==> src/rtl/ram_port_arbiter_if.sv <==
// ---------------------------------------------------------------------------
// ram_port_arbiter_if
//
// Bundles every handshake and RAM-port signal of ram_port_arbiter so the
// arbiter and its environment connect through one port.
//
// Signal groups:
//   preload_req / preload_done          : RAM preload strobe request / pulse
//   a_* / b_*                           : requester A (CPU) and B (loader)
//       req, we, addr, wdata            : request side, held until gnt
//       gnt, done, rdata                : one-cycle accept / complete pulses,
//                                         read result
//   ram_address, ram_we, ram_dataIn,
//   ram_testStart                       : arbiter -> RAM_8bits inputs
//   ram_dataOut                         : RAM_8bits -> arbiter read data
//
// Modports:
//   slave  : the arbiter side
//   master : the environment side (requesters and the RAM instance)
//
// Handshake: a requester raises req with we/addr/wdata stable and holds all
// of them until it sees gnt for one cycle; the fields are sampled on the
// edge that starts the gnt cycle. After gnt, req may drop. done pulses for
// one cycle when the transaction has completed; for a read, rdata is valid
// from that cycle on and holds until the requester's next read completes.
// ---------------------------------------------------------------------------
interface ram_port_arbiter_if #(
    parameter int ADDR_W = 5,
    parameter int DATA_W = 8
);
    logic              preload_req;
    logic              preload_done;

    logic              a_req;
    logic              a_we;
    logic [ADDR_W-1:0] a_addr;
    logic [DATA_W-1:0] a_wdata;
    logic              a_gnt;
    logic              a_done;
    logic [DATA_W-1:0] a_rdata;

    logic              b_req;
    logic              b_we;
    logic [ADDR_W-1:0] b_addr;
    logic [DATA_W-1:0] b_wdata;
    logic              b_gnt;
    logic              b_done;
    logic [DATA_W-1:0] b_rdata;

    logic [ADDR_W-1:0] ram_address;
    logic              ram_we;
    logic [DATA_W-1:0] ram_dataIn;
    logic              ram_testStart;
    logic [DATA_W-1:0] ram_dataOut;

    modport slave (
        input  preload_req,
        input  a_req, a_we, a_addr, a_wdata,
        input  b_req, b_we, b_addr, b_wdata,
        input  ram_dataOut,
        output preload_done,
        output a_gnt, a_done, a_rdata,
        output b_gnt, b_done, b_rdata,
        output ram_address, ram_we, ram_dataIn, ram_testStart
    );

    modport master (
        output preload_req,
        output a_req, a_we, a_addr, a_wdata,
        output b_req, b_we, b_addr, b_wdata,
        output ram_dataOut,
        input  preload_done,
        input  a_gnt, a_done, a_rdata,
        input  b_gnt, b_done, b_rdata,
        input  ram_address, ram_we, ram_dataIn, ram_testStart
    );
endinterface

==> src/rtl/ram_port_arbiter.sv <==
// ---------------------------------------------------------------------------
// ram_port_arbiter
//
// Sequencer and two-requester arbiter for the single-port 32x8 RAM_8bits.
// Serialises read/write transactions from requester A (CPU) and requester B
// (loader/debug) onto the RAM port, returns read data with a done pulse and
// issues the RAM's testStart preload strobe on request. It is the only
// driver of the RAM's address, dataIn, WE and testStart inputs.
//
// Ports:
//   clock      : system clock, all logic on posedge
//   reset_n    : synchronous active-low reset
//   bus        : ram_port_arbiter_if.slave (requesters, preload, RAM port)
//   dbg_state  : current FSM state (0 IDLE, 1 PRELOAD, 2 ACCESS, 3 RESP)
//
// Configuration macro:
//   RAM_ARB_RR_EN : when defined, A/B contention is resolved round-robin
//                   (the requester not served last wins; after reset A wins
//                   first). When undefined, A always beats B and the
//                   round-robin pointer does not exist.
//
// Sequence per transaction (one outstanding at a time):
//   IDLE --preload_req--> PRELOAD (testStart=1 one cycle) --> IDLE,
//                                  preload_done pulses after it.
//   IDLE --a_req|b_req--> ACCESS  (gnt, RAM driven one cycle)
//        write: --> IDLE, done pulses after it
//        read : --> RESP (address held, RAM output stable)
//               --> IDLE, rdata captured and done pulses after it
// preload_req outranks both requesters; a losing requester stays pending.
// All outputs are registered.
// ---------------------------------------------------------------------------
module ram_port_arbiter #(
    parameter int ADDR_W = 5,
    parameter int DATA_W = 8
) (
    input  logic                   clock,
    input  logic                   reset_n,
    ram_port_arbiter_if.slave      bus,
    output logic [1:0]             dbg_state
);

    typedef enum logic [1:0] {
        S_IDLE    = 2'd0,
        S_PRELOAD = 2'd1,
        S_ACCESS  = 2'd2,
        S_RESP    = 2'd3
    } state_t;

    state_t            state;

    // Which requester owns the transaction in flight (1 = B).
    logic              owner_b;

    // Latched RAM-port drive registers.
    logic [ADDR_W-1:0] addr_q;
    logic [DATA_W-1:0] wdata_q;
    logic              we_q;
    logic              test_q;

    // Registered pulses and read results.
    logic              a_gnt_q;
    logic              b_gnt_q;
    logic              a_done_q;
    logic              b_done_q;
    logic              preload_done_q;
    logic [DATA_W-1:0] a_rdata_q;
    logic [DATA_W-1:0] b_rdata_q;

    // Arbitration result for the IDLE cycle: 1 selects B. Only meaningful
    // when at least one request is present.
    logic              pick_b;

`ifdef RAM_ARB_RR_EN
    // 1 = B was served last. Reset value makes the first contention go to A.
    logic              last_b;

    // On contention, B wins only if A was the last one served.
    assign pick_b = bus.b_req & (~bus.a_req | ~last_b);
`else
    // Fixed priority: B is chosen only when A is not requesting.
    assign pick_b = bus.b_req & ~bus.a_req;
`endif

    always_ff @(posedge clock) begin
        if (!reset_n) begin
            state          <= S_IDLE;
            owner_b        <= 1'b0;
            addr_q         <= '0;
            wdata_q        <= '0;
            we_q           <= 1'b0;
            test_q         <= 1'b0;
            a_gnt_q        <= 1'b0;
            b_gnt_q        <= 1'b0;
            a_done_q       <= 1'b0;
            b_done_q       <= 1'b0;
            preload_done_q <= 1'b0;
            a_rdata_q      <= '0;
            b_rdata_q      <= '0;
`ifdef RAM_ARB_RR_EN
            last_b         <= 1'b1;
`endif
        end else begin
            // Pulses default low; each state raises the ones it owns.
            a_gnt_q        <= 1'b0;
            b_gnt_q        <= 1'b0;
            a_done_q       <= 1'b0;
            b_done_q       <= 1'b0;
            preload_done_q <= 1'b0;

            case (state)
                S_IDLE: begin
                    if (bus.preload_req) begin
                        // Preload outranks requesters; they stay pending.
                        state  <= S_PRELOAD;
                        test_q <= 1'b1;
                        we_q   <= 1'b0;
                    end else if (bus.a_req || bus.b_req) begin
                        state   <= S_ACCESS;
                        owner_b <= pick_b;
                        if (pick_b) begin
                            we_q    <= bus.b_we;
                            addr_q  <= bus.b_addr;
                            wdata_q <= bus.b_wdata;
                            b_gnt_q <= 1'b1;
                        end else begin
                            we_q    <= bus.a_we;
                            addr_q  <= bus.a_addr;
                            wdata_q <= bus.a_wdata;
                            a_gnt_q <= 1'b1;
                        end
`ifdef RAM_ARB_RR_EN
                        last_b  <= pick_b;
`endif
                    end
                end

                S_PRELOAD: begin
                    // RAM loads its image on this exiting edge.
                    test_q         <= 1'b0;
                    preload_done_q <= 1'b1;
                    state          <= S_IDLE;
                end

                S_ACCESS: begin
                    // RAM performs the write or captures the read here.
                    we_q <= 1'b0;
                    if (we_q) begin
                        state    <= S_IDLE;
                        a_done_q <= ~owner_b;
                        b_done_q <= owner_b;
                    end else begin
                        state <= S_RESP;
                    end
                end

                S_RESP: begin
                    // addr_q is untouched, so ram_dataOut is stable here.
                    if (owner_b) begin
                        b_rdata_q <= bus.ram_dataOut;
                        b_done_q  <= 1'b1;
                    end else begin
                        a_rdata_q <= bus.ram_dataOut;
                        a_done_q  <= 1'b1;
                    end
                    state <= S_IDLE;
                end

                default: begin
                    state <= S_IDLE;
                end
            endcase
        end
    end

    assign bus.ram_address   = addr_q;
    assign bus.ram_dataIn    = wdata_q;
    assign bus.ram_we        = we_q;
    assign bus.ram_testStart = test_q;
    assign bus.a_gnt         = a_gnt_q;
    assign bus.b_gnt         = b_gnt_q;
    assign bus.a_done        = a_done_q;
    assign bus.b_done        = b_done_q;
    assign bus.preload_done  = preload_done_q;
    assign bus.a_rdata       = a_rdata_q;
    assign bus.b_rdata       = b_rdata_q;
    assign dbg_state         = state;

endmodule
==> src/flat_wrapper.sv <==
// flat-port wrapper written by rule: the top's interface ports become plain ports
module ram_port_arbiter_flat 
#(
    parameter int ADDR_W = 5,
    parameter int DATA_W = 8
)
  (clock, reset_n, dbg_state, bus_preload_req, bus_a_req, bus_a_we, bus_a_addr, bus_a_wdata, bus_b_req, bus_b_we, bus_b_addr, bus_b_wdata, bus_ram_dataOut, bus_preload_done, bus_a_gnt, bus_a_done, bus_a_rdata, bus_b_gnt, bus_b_done, bus_b_rdata, bus_ram_address, bus_ram_we, bus_ram_dataIn, bus_ram_testStart);
  ram_port_arbiter_if #(.ADDR_W(ADDR_W), .DATA_W(DATA_W)) bus_i ();
  input  logic clock;
  input  logic reset_n;
  output logic [1:0] dbg_state;
  input wire logic [$bits(bus_i.preload_req)-1:0] bus_preload_req;
  input wire logic [$bits(bus_i.a_req)-1:0] bus_a_req;
  input wire logic [$bits(bus_i.a_we)-1:0] bus_a_we;
  input wire logic [$bits(bus_i.a_addr)-1:0] bus_a_addr;
  input wire logic [$bits(bus_i.a_wdata)-1:0] bus_a_wdata;
  input wire logic [$bits(bus_i.b_req)-1:0] bus_b_req;
  input wire logic [$bits(bus_i.b_we)-1:0] bus_b_we;
  input wire logic [$bits(bus_i.b_addr)-1:0] bus_b_addr;
  input wire logic [$bits(bus_i.b_wdata)-1:0] bus_b_wdata;
  input wire logic [$bits(bus_i.ram_dataOut)-1:0] bus_ram_dataOut;
  output wire logic [$bits(bus_i.preload_done)-1:0] bus_preload_done;
  output wire logic [$bits(bus_i.a_gnt)-1:0] bus_a_gnt;
  output wire logic [$bits(bus_i.a_done)-1:0] bus_a_done;
  output wire logic [$bits(bus_i.a_rdata)-1:0] bus_a_rdata;
  output wire logic [$bits(bus_i.b_gnt)-1:0] bus_b_gnt;
  output wire logic [$bits(bus_i.b_done)-1:0] bus_b_done;
  output wire logic [$bits(bus_i.b_rdata)-1:0] bus_b_rdata;
  output wire logic [$bits(bus_i.ram_address)-1:0] bus_ram_address;
  output wire logic [$bits(bus_i.ram_we)-1:0] bus_ram_we;
  output wire logic [$bits(bus_i.ram_dataIn)-1:0] bus_ram_dataIn;
  output wire logic [$bits(bus_i.ram_testStart)-1:0] bus_ram_testStart;
  assign bus_i.preload_req = bus_preload_req;
  assign bus_i.a_req = bus_a_req;
  assign bus_i.a_we = bus_a_we;
  assign bus_i.a_addr = bus_a_addr;
  assign bus_i.a_wdata = bus_a_wdata;
  assign bus_i.b_req = bus_b_req;
  assign bus_i.b_we = bus_b_we;
  assign bus_i.b_addr = bus_b_addr;
  assign bus_i.b_wdata = bus_b_wdata;
  assign bus_i.ram_dataOut = bus_ram_dataOut;
  assign bus_preload_done = bus_i.preload_done;
  assign bus_a_gnt = bus_i.a_gnt;
  assign bus_a_done = bus_i.a_done;
  assign bus_a_rdata = bus_i.a_rdata;
  assign bus_b_gnt = bus_i.b_gnt;
  assign bus_b_done = bus_i.b_done;
  assign bus_b_rdata = bus_i.b_rdata;
  assign bus_ram_address = bus_i.ram_address;
  assign bus_ram_we = bus_i.ram_we;
  assign bus_ram_dataIn = bus_i.ram_dataIn;
  assign bus_ram_testStart = bus_i.ram_testStart;
  ram_port_arbiter #(.ADDR_W(ADDR_W), .DATA_W(DATA_W)) u_core (.clock(clock), .reset_n(reset_n), .bus(bus_i), .dbg_state(dbg_state));
endmodule
==> config.mk <==
export PLATFORM = sky130hd
export DESIGN_NAME = ram_port_arbiter_flat
export DESIGN_NICKNAME = d
export VERILOG_FILES = /design/src/rtl/ram_port_arbiter_if.sv /design/src/rtl/ram_port_arbiter.sv /design/src/flat_wrapper.sv
export SDC_FILE = /design/constraint.sdc
export NUM_CORES = 1
export LEC_CHECK = 0
export BUFFER_PORTS_ARGS = -buffer_cell sky130_fd_sc_hd__buf_4
export CAP_MARGIN = 20
export CORE_ASPECT_RATIO = 1.4
export CORE_MARGIN = 2
export CORE_UTILIZATION = 48
export CTS_CLUSTER_SIZE = 8
export DETAILED_ROUTE_END_ITERATION = 12
export GPL_ROUTABILITY_DRIVEN = 0
export HOLD_SLACK_MARGIN = 0.03
export MAX_ROUTING_LAYER = met4
export PLACE_DENSITY = 0.95
export REMOVE_ABC_BUFFERS = 1
export SLEW_MARGIN = 0
export SYNTH_ARGS = -nofsm -noshare
export SYNTH_HDL_FRONTEND = slang
export SYNTH_SLANG_ARGS = --single-unit
==> constraint.sdc <==
create_clock -name clock -period 3.5 [get_ports clock]
set_clock_uncertainty 0.1 [all_clocks]
set_input_delay 0.175 -clock clock [delete_from_list [all_inputs] [get_ports clock]]
set_output_delay 0.175 -clock clock [all_outputs]
set_load 0.02 [all_outputs]
==> flow_metrics.env, run 1 <==
export IMPL_end_kind="flop"
export IMPL_final_setup_tns_ps=0
export IMPL_rr_worst_depth=3
export IMPL_clk_pin_slew_worst_paths_ps=70
export IMPL_async_flop_share_pct=0
export IMPL_cp_max_fo=16
export IMPL_port_buffers=78
export IMPL_p_per_area_nw_per_um2=413
export IMPL_drtAntennaViolNets=0
export IMPL_yosys_register_bits=39
export IMPL_status="finished, final reports clean"
export IMPL_clk_path_buf_depth=2
export IMPL_p_total_w=0.000910
export IMPL_nets=258
export IMPL_worst_setup_path_type="in -> reg"
export IMPL_grt_pass1_vias=1290
export IMPL_max_freq_ghz=0.532
export IMPL_slew_limit_headroom_pct=39.4
export IMPL_postCtsSetupBuffers=0
export IMPL_post_cts_resized=0
export IMPL_synthTopCellsByArea="dfxtp_1 (50%), mux2i_1 (19%), o2bb2ai_1 (6.2%)"
export IMPL_crit_end="u_core.bus.ram_dataIn[5]"
export IMPL_syn_inst=139
export IMPL_final_hold_violation_count=0
export IMPL_crit_start="bus_a_req"
export IMPL_grt_max_degree=21
export IMPL_insertion_delay_ps=280
export IMPL_postCtsHoldBufs=2
export IMPL_drive_gt1_share_pct=42.1
export IMPL_leakage_nw=1.14
export IMPL_crit_arrival_ps=1950
export IMPL_finalCriticalPeriod_ps=1880
export IMPL_seq_area_frac_synth_pct=50.4
export IMPL_hold_start="bus_ram_dataOut[2]"
export IMPL_period_share_pct=53.7
export IMPL_placed_area_um2=2110
export IMPL_utilization_pct=71.3
export IMPL_routed_via_count=1302
export IMPL_synth_cell_type_count=25
export IMPL_dp_hpwl_um=2570
export IMPL_first_pass_iters=4
export IMPL_cts_tree="built"
export IMPL_drt_total_wl_um=3400
export IMPL_synth_common_cells="dfxtp_1 (39), mux2i_1 (30), nor2_1 (19)"
export IMPL_die_area_um2=3710
export IMPL_cts_max_level=2
export IMPL_yosysTopAreaCell="dfxtp_1"
export IMPL_hp_class="in -> reg"
export IMPL_reg2reg_to="u_core.bus.a_rdata[7]"
export IMPL_worstMarginPinSlew_ps=908
export IMPL_clock_sinks=39
export IMPL_setup_ws_ps=1620
export IMPL_synth_edf_count=0
export IMPL_cts_made_buffers=5
export IMPL_ir_worst_vdd_v=0.000279
export IMPL_maxSlewViolCount=0
export IMPL_core_area_um2=3090
export IMPL_yosysMostFrequentCell="dfxtp_1"
export IMPL_setup_viol=0
export IMPL_die_w_um=52.0
export IMPL_viasPerCell=5.11
export IMPL_syn_avg_cell_area_um2=11.2
export IMPL_drt_wirelength_per_cell_um=13.3
export IMPL_rsz0062_at_grt="false"
export IMPL_grt_overflow=0
export IMPL_reg2reg_slack_ps=1870
export IMPL_critPathRequiredTime_ps=3570
export IMPL_post_place_ws_ps=1880
export IMPL_grt_pass1_wl_um=5460
export IMPL_root_buffer="clkbuf_8"
export IMPL_antenna_cells=0
export IMPL_boundaryPins=79
export IMPL_post_route_cell_area_um2=2200
export IMPL_die_h_um=71.2
export IMPL_cp_start_kind="input pin"
export IMPL_area_growth_pct=42.2
export IMPL_drcViolationCount=0
export IMPL_synth_flop_cell="dfxtp_1"
export IMPL_netlist_area_um2=1550
export IMPL_netlist_area_leader_share_pct=50.4
export IMPL_grt_antenna_before_repair=0
export IMPL_yosys_warnings=0
export IMPL_rows=24
export IMPL_initial_core_util_pct=50.1
export IMPL_r2r_start="u_core.dbg_state[1]"
export IMPL_grt_usage_pct=20.1
export IMPL_drt_iter0_markers=9
export IMPL_max_cap_viol_count=0
==> how the worst min path moves through the flow <==
stage                       endpoint  slack (ps)  depth (start not counted)
2_1_floorplan       u_core.bus.b_gnt         150                          1
5_1_grt        u_core.bus.a_rdata[1]          40                          3
3_5_place_dp          u_core.owner_b         300                          2
6_report       u_core.bus.a_rdata[2]          40                          3
3_3_place_gp          u_core.owner_b         280                          2
4_1_cts        u_core.bus.a_rdata[5]          40                          3
==> power breakdown <==
part	leakage, nW	internal (W)	switching, W	total [W]
sequential	0.317	0.000465	0.0000175	0.000482
combinational	0.784	0.0000810	0.0000787	0.000160
clock	0.0371	0.000133	0.000136	0.000268
==> per-layer routing <==
layer	GRT usage, %	vias up	routed length [um]
li1	-	642	-
met1	22.9	575	1430
met2	32.1	75	1550
met3	4.38	10	322
met4	10.8	0	97
met5	-	-	0
==> cell families after synthesis <==
| logic type | share of synthesized area, % |
|---|---|
| DFF | 50.4 |
| muxes | 19.4 |
| AOI/OAI and AO/OA | 13.0 |
| buffers and inverters | 5.65 |
| and+or+nand+nor | 11.6 |
==> layout by cell type (no fill, tap or decap), types with 2 or more instances in the layout <==
| cell type | netlist | routed |
|---|---|---|
| buf_4 | 1 | 78 |
| dfxtp_1 | 39 | 39 |
| mux2i_1 | 30 | 30 |
| nor2_1 | 19 | 19 |
| o2bb2ai_1 | 11 | 11 |
| a21oi_1 | 5 | 5 |
| clkbuf_8 | 0 | 5 |
| nand2_1 | 4 | 4 |
| inv_1 | 3 | 3 |
| nand2b_1 | 2 | 2 |
| o2bb2ai_2 | 2 | 2 |
| nor3_1 | 2 | 2 |
| a211oi_1 | 2 | 2 |
| dlygate4sd3_1 | 0 | 2 |
==> final cells by class <==
class	instances	area, um^2
well taps	39	48.8
repair buffers	80	606
flip-flops and latches	39	781
clock buffers	6	72.6
fillers	228	888
multi-input cells	87	682
inverters	4	15.0
==> registers in the layout, summed over array words and instances (netlist names) <==
register                  cells
u_core.bus.a_done             1
u_core.bus.preload_done       1
u_core.bus.ram_we             1
u_core.bus.b_gnt              1
u_core.bus.a_gnt              1
u_core.dbg_state              2
u_core.bus.b_rdata            8
u_core.bus.ram_address        5
u_core.bus.b_done             1
u_core.bus.a_rdata            8
u_core.bus.ram_testStart      1
u_core.bus.ram_dataIn         8
u_core.owner_b                1
==> per-stage QoR <==
step | instances | hold slack (ps)
floorplan | 130 | 154
global placement | 247 | 284
detailed placement | 247 | 300
CTS | 255 | 37.0
global route | 255 | 37.6
finish | 255 | 41.3
==> critical path, stage by stage <==
cell	delay (ps)
dlygate4sd3_1	540
buf_4	130
nand2b_1	700
mux2i_1	290
o2bb2ai_1	100
No activity file was read; power rests on OpenSTA's default activity.
==> inputs of run 2 (changes only) <==
--- a/config.mk
+++ b/config.mk
@@ -9,13 +9,13 @@
 export CAP_MARGIN = 20
 export CORE_ASPECT_RATIO = 1.4
 export CORE_MARGIN = 2
-export CORE_UTILIZATION = 48
+export CORE_UTILIZATION = 40
 export CTS_CLUSTER_SIZE = 8
 export DETAILED_ROUTE_END_ITERATION = 12
 export GPL_ROUTABILITY_DRIVEN = 0
 export HOLD_SLACK_MARGIN = 0.03
 export MAX_ROUTING_LAYER = met4
-export PLACE_DENSITY = 0.95
+export PLACE_DENSITY = 0.87
 export REMOVE_ABC_BUFFERS = 1
 export SLEW_MARGIN = 0
 export SYNTH_ARGS = -nofsm -noshare
==> constraint.sdc (replaced) <==
create_clock -name clock -period 1.6 [get_ports clock]
set_clock_uncertainty 0.1 [all_clocks]
set_input_delay 0.08 -clock clock [delete_from_list [all_inputs] [get_ports clock]]
set_output_delay 0.08 -clock clock [all_outputs]
set_load 0.02 [all_outputs]
==> flow_metrics.env, run 2 (synthesized netlist as in run 1, its figures left out) <==
export IMPL_die_w_um=56.6
export IMPL_core_area_um2=3680
export IMPL_clock_sinks=39
export IMPL_grt_pass1_vias=1530
export IMPL_drive_gt1_share_pct=37.2
export IMPL_final_cell_mix="buf_4 (80), dlygate4sd3_1 (39), dfxtp_1 (39), mux2i_1 (30), nor2_1 (19)"
export IMPL_final_hold_violation_count=0
export IMPL_worstMarginPinSlew_ps=445
export IMPL_finalCriticalPeriod_ps=1570
export IMPL_grt_max_degree=20
export IMPL_end_kind="flop"
export IMPL_drt_wirelength_per_cell_um=14.2
export IMPL_maxSlewViolCount=0
export IMPL_p_per_area_nw_per_um2=807
export IMPL_routed_via_count=1482
export IMPL_initial_core_util_pct=42.2
export IMPL_die_area_um2=4400
export IMPL_dp_hpwl_um=2520
export IMPL_area_growth_pct=69.3
export IMPL_drt_iter0_markers=39
export IMPL_cp_start_kind="input pin"
export IMPL_post_route_cell_area_um2=2630
export IMPL_rsz0062_at_grt="false"
export IMPL_clk_pin_slew_worst_paths_ps=70
export IMPL_boundaryPins=79
export IMPL_placed_area_um2=2150
export IMPL_crit_arrival_ps=1660
export IMPL_grt_overflow=0
export IMPL_insertion_delay_ps=280
export IMPL_critPathRequiredTime_ps=1690
export IMPL_setup_viol=0
export IMPL_rows=26
export IMPL_nets=298
export IMPL_grt_pass1_wl_um=7070
export IMPL_fillCellCount=245
export IMPL_root_buffer="clkbuf_8"
export IMPL_cp_max_fo=13
export IMPL_final_common_cell="buf_4"
export IMPL_leakage_nw=1.32
export IMPL_slew_limit_headroom_pct=70.3
export IMPL_ir_worst_vdd_v=0.000765
export IMPL_cts_made_buffers=5
export IMPL_drcViolationCount=0
export IMPL_p_total_w=0.00212
export IMPL_viasPerCell=4.94
export IMPL_clk_path_buf_depth=2
export IMPL_port_buffers=78
export IMPL_status="finished, final reports clean"
export IMPL_max_freq_ghz=0.636
export IMPL_cts_max_level=2
export IMPL_antenna_cells=0
export IMPL_first_pass_iters=4
export IMPL_drt_total_wl_um=4250
export IMPL_period_share_pct=98.2
export IMPL_cts_tree="built"
export IMPL_max_cap_viol_count=0
export IMPL_grt_usage_pct=21.2
export IMPL_hp_class="in -> reg"
export IMPL_grt_antenna_before_repair=0
export IMPL_worst_setup_path_type="in -> reg"
export IMPL_final_setup_tns_ps=0
export IMPL_die_h_um=77.7
export IMPL_postCtsSetupBuffers=0
export IMPL_drtAntennaViolNets=0
[run 2: cell types whose count changed in the layout (fill, tap and decap cells not counted), sizes merged]
cell / previous run / this run
dlygate4sd3: 2 / 39
buf: 78 / 81
clkbuf: 6 / 7
clkinv: 0 / 1
[run 2: worst paths after layout]
kind / start / end / slack [ps] / depth (start not counted)
min: bus_b_req / u_core.owner_b / 60 / 3
max: bus_a_req / u_core.bus.ram_dataIn[1] / 30 / 5
min reg2reg: u_core.bus.ram_address[2] / u_core.bus.ram_address[2] / 370 / 1
max reg2reg: u_core.dbg_state[1] / u_core.bus.ram_dataIn[1] / 60 / 3
[run 2: routing by layer]
layer,wire length [um],part of all wire [%],vias to the layer above,GRT usage (%)
met5,0,0,-,-
met4,88,2.1,0,8.10
met3,283,6.7,8,5.67
met2,2220,52,69,36.7
met1,1650,39,682,22.7
li1,-,-,723,-
[run 2: cell type report]
cell class / count / area (um^2) / share of cell area [%]
clock inverters: 1 / 5.00 / 0.191
inverters: 4 / 15.0 / 0.572
clock buffers: 7 / 76.3 / 2.91
repair buffers: 120 / 1010 / 38.5
flip-flops and latches: 39 / 781 / 29.7
multi-input cells: 87 / 684 / 26.1
well taps: 42 / 52.6 / 2.00
[run 2: timing repair]
item                                    in CTS  in global routing
endpoints found under the setup margin       0                  2
endpoints found under the hold margin       34                  0
hold buffers                                39                  0
resized for setup                            0                  1
[run 2: metrics by stage]
| stage | utilization [%] | setup WS (ps) | cells | hold WS, ps |
|---|---|---|---|---|
| 2_1_floorplan | - | 61.0 | 130 | 58.7 |
| 3_3_place_gp | 58.5 | 235 | 253 | 186 |
| 3_5_place_dp | 58.5 | 188 | 253 | 201 |
| 4_1_cts | 71.3 | 137 | 300 | 59.0 |
| 5_1_grt | 71.4 | 9.22 | 300 | 77.9 |
| 6_report | 71.4 | 28.4 | 300 | 60.5 |
[run 2: where the power goes]
group | total, W | leakage, nW | internal (W) | switching, W
clock network | 0.000623 | 0.0422 | 0.000306 | 0.000317
logic | 0.000441 | 0.958 | 0.000243 | 0.000198
registers | 0.00106 | 0.317 | 0.00102 | 0.0000393
total | 0.00212 | 1.32 | 0.00156 | 0.000554
[run 2: critical path, cell delays in order]
cell and delay, ps:
dlygate4sd3_1 560, buf_4 150, or2_4 260, a31oi_4 380
o2bb2ai_1 230
==> inputs of run 3 (changes only) <==
--- a/config.mk
+++ b/config.mk
@@ -9,13 +9,12 @@
 export CAP_MARGIN = 20
 export CORE_ASPECT_RATIO = 1.4
 export CORE_MARGIN = 2
-export CORE_UTILIZATION = 40
+export CORE_UTILIZATION = 44
 export CTS_CLUSTER_SIZE = 8
 export DETAILED_ROUTE_END_ITERATION = 12
 export GPL_ROUTABILITY_DRIVEN = 0
-export HOLD_SLACK_MARGIN = 0.03
 export MAX_ROUTING_LAYER = met4
-export PLACE_DENSITY = 0.87
+export PLACE_DENSITY = 0.9
 export REMOVE_ABC_BUFFERS = 1
 export SLEW_MARGIN = 0
 export SYNTH_ARGS = -nofsm -noshare
==> constraint.sdc (replaced) <==
create_clock -name clock -period 1.7 [get_ports clock]
set_clock_uncertainty 0.1 [all_clocks]
set_input_delay 0.085 -clock clock [delete_from_list [all_inputs] [get_ports clock]]
set_output_delay 0.085 -clock clock [all_outputs]
set_load 0.02 [all_outputs]
==> flow_metrics.env, run 3 (synthesized netlist as in run 1, its figures left out) <==
export IMPL_hp_class="in -> reg"
export IMPL_postCtsSetupBuffers=0
export IMPL_slowest_stage="dlygate4sd3_1"
export IMPL_hold_slack_ps=1.63
export IMPL_reg2reg_to="u_core.bus.ram_address[0]"
export IMPL_grt_overflow=0
export IMPL_viasPerCell=4.95
export IMPL_grt_pass1_wl_um=7000
export IMPL_setup_viol=0
export IMPL_r2r_start="u_core.dbg_state[1]"
export IMPL_crit_start="bus_a_req"
export IMPL_cp_slowest_stage_delay_ps=530
export IMPL_crit_end="u_core.bus.ram_address[0]"
export IMPL_routed_via_count=1456
export IMPL_final_cell_mix="buf_4 (81), dfxtp_1 (39), dlygate4sd3_1 (35), mux2i_1 (30), nor2_1 (19)"
export IMPL_rows=25
export IMPL_boundaryPins=79
export IMPL_end_kind="flop"
export IMPL_drt_iter0_markers=26
export IMPL_maxSlewViolCount=0
export IMPL_drt_total_wl_um=4470
export IMPL_grt_usage_pct=25.2
export IMPL_port_buffers=78
export IMPL_final_setup_tns_ps=0
export IMPL_grt_pass1_vias=1482
export IMPL_critPathBufInv=2
export IMPL_path_cells="dlygate4sd3_1, buf_4, or2_4, a31oi_4, o2bb2ai_1"
export IMPL_grt_max_degree=20
export IMPL_die_h_um=74.2
export IMPL_fillCellCount=207
export IMPL_max_freq_ghz=0.674
export IMPL_die_w_um=54.2
export IMPL_cp_max_fo=13
export IMPL_cts_max_level=2
export IMPL_grt_antenna_before_repair=0
export IMPL_clk_pin_slew_worst_paths_ps=80
export IMPL_die_area_um2=4020
export IMPL_cts_tree="built"
export IMPL_reg2reg_slack_ps=250
export IMPL_worst_setup_path_type="in -> reg"
export IMPL_critPathRequiredTime_ps=1820
export IMPL_initial_core_util_pct=45.9
export IMPL_dp_hpwl_um=2690
export IMPL_clk_path_buf_depth=2
export IMPL_rr_worst_depth=3
export IMPL_core_area_um2=3380
export IMPL_antenna_cells=0
export IMPL_cp_start_kind="input pin"
export IMPL_worstMarginPinSlew_ps=436
export IMPL_drt_wirelength_per_cell_um=15.2
export IMPL_area_growth_pct=69.2
export IMPL_insertion_delay_ps=290
export IMPL_max_cap_viol_count=0
export IMPL_leakage_nw=1.32
export IMPL_period_share_pct=87.2
export IMPL_worst_path_stages=5
export IMPL_drive_gt1_share_pct=38.2
export IMPL_clock_sinks=39
export IMPL_status="finished, final reports clean"
export IMPL_crit_family="buffers and inverters"
export IMPL_nets=294
export IMPL_slew_limit_headroom_pct=70.9
export IMPL_rsz0062_at_grt="false"
export IMPL_p_per_area_nw_per_um2=881
export IMPL_final_common_cell="buf_4"
export IMPL_drtAntennaViolNets=0
export IMPL_finalCriticalPeriod_ps=1480
export IMPL_ir_worst_vdd_v=0.000749
export IMPL_cts_made_buffers=5
export IMPL_drcViolationCount=0
export IMPL_final_hold_violation_count=0
export IMPL_root_buffer="clkbuf_8"
export IMPL_first_pass_iters=4
export IMPL_crit_arrival_ps=1600
export IMPL_worstHoldPathCells=3
[run 3: changes by cell type in the layout (fill, tap and decap cells not counted), sizes merged]
cell,previous run,this run
clkinvlp,0,1
clkinv,1,0
dlygate4sd3,39,35
bufinv,0,2
clkbuf,7,5
[run 3: final cells by class]
class                      count  area, um^2  area share, %
timing repair buffer         116         958           36.5
sequential                    39         781           29.8
multi-input combinational     87         682           26.0
clock buffer                   5        68.8           2.62
clock inverter                 3        67.6           2.58
tap                           40        50.0           1.91
inverter                       4        15.0          0.573
[run 3: metal layers]
metal | global-route usage, % | routed length, um | share of wire [%]
met5 | - | 0 | 0
met4 | 9.44 | 86 | 1.9
met3 | 8.63 | 435 | 9.7
met2 | 40.2 | 2140 | 48
met1 | 28.8 | 1810 | 41
[run 3: worst min path at each step]
stage	from	endpoint	slack, ps
floorplan	bus_preload_req	u_core.bus.b_gnt	60
global placement	bus_a_req	u_core.owner_b	190
detailed placement	bus_a_req	u_core.owner_b	200
CTS	bus_a_wdata[3]	u_core.bus.ram_dataIn[3]	0.3
global route	bus_a_wdata[3]	u_core.bus.ram_dataIn[3]	10
finish	bus_a_wdata[5]	u_core.bus.ram_dataIn[5]	2
[run 3: repair_timing]
item,in CTS,in global routing
hold endpoints to repair,33,0
gates resized for setup,0,0
hold buffers,35,0
[run 3: metrics by stage]
stage          power [W]  cell area [um^2]  cells  utilization [%]  setup slack [ps]
3_5_place_dp     0.00135              2140    251             63.2               291
5_1_grt          0.00240              2620    294             77.6               166
6_report         0.00231              2620    294             77.6               217
3_3_place_gp     0.00134              2140    251             63.2               341
2_1_floorplan    0.00117              1480    130                -               161
4_1_cts          0.00231              2620    294             77.6               255
[run 3: power breakdown]
| part | internal (W) | switching (W) |
|---|---|---|
| logic | 0.000220 | 0.000187 |
| registers | 0.000956 | 0.0000370 |
| clock network | 0.000585 | 0.000326 |
| total | 0.00176 | 0.000550 |
[run 3: worst register-to-register path: stages (launching register included)]
cell,delay [ps]
dfxtp_1,550
nor2_4,110
a31oi_4,430
o2bb2ai_1,180
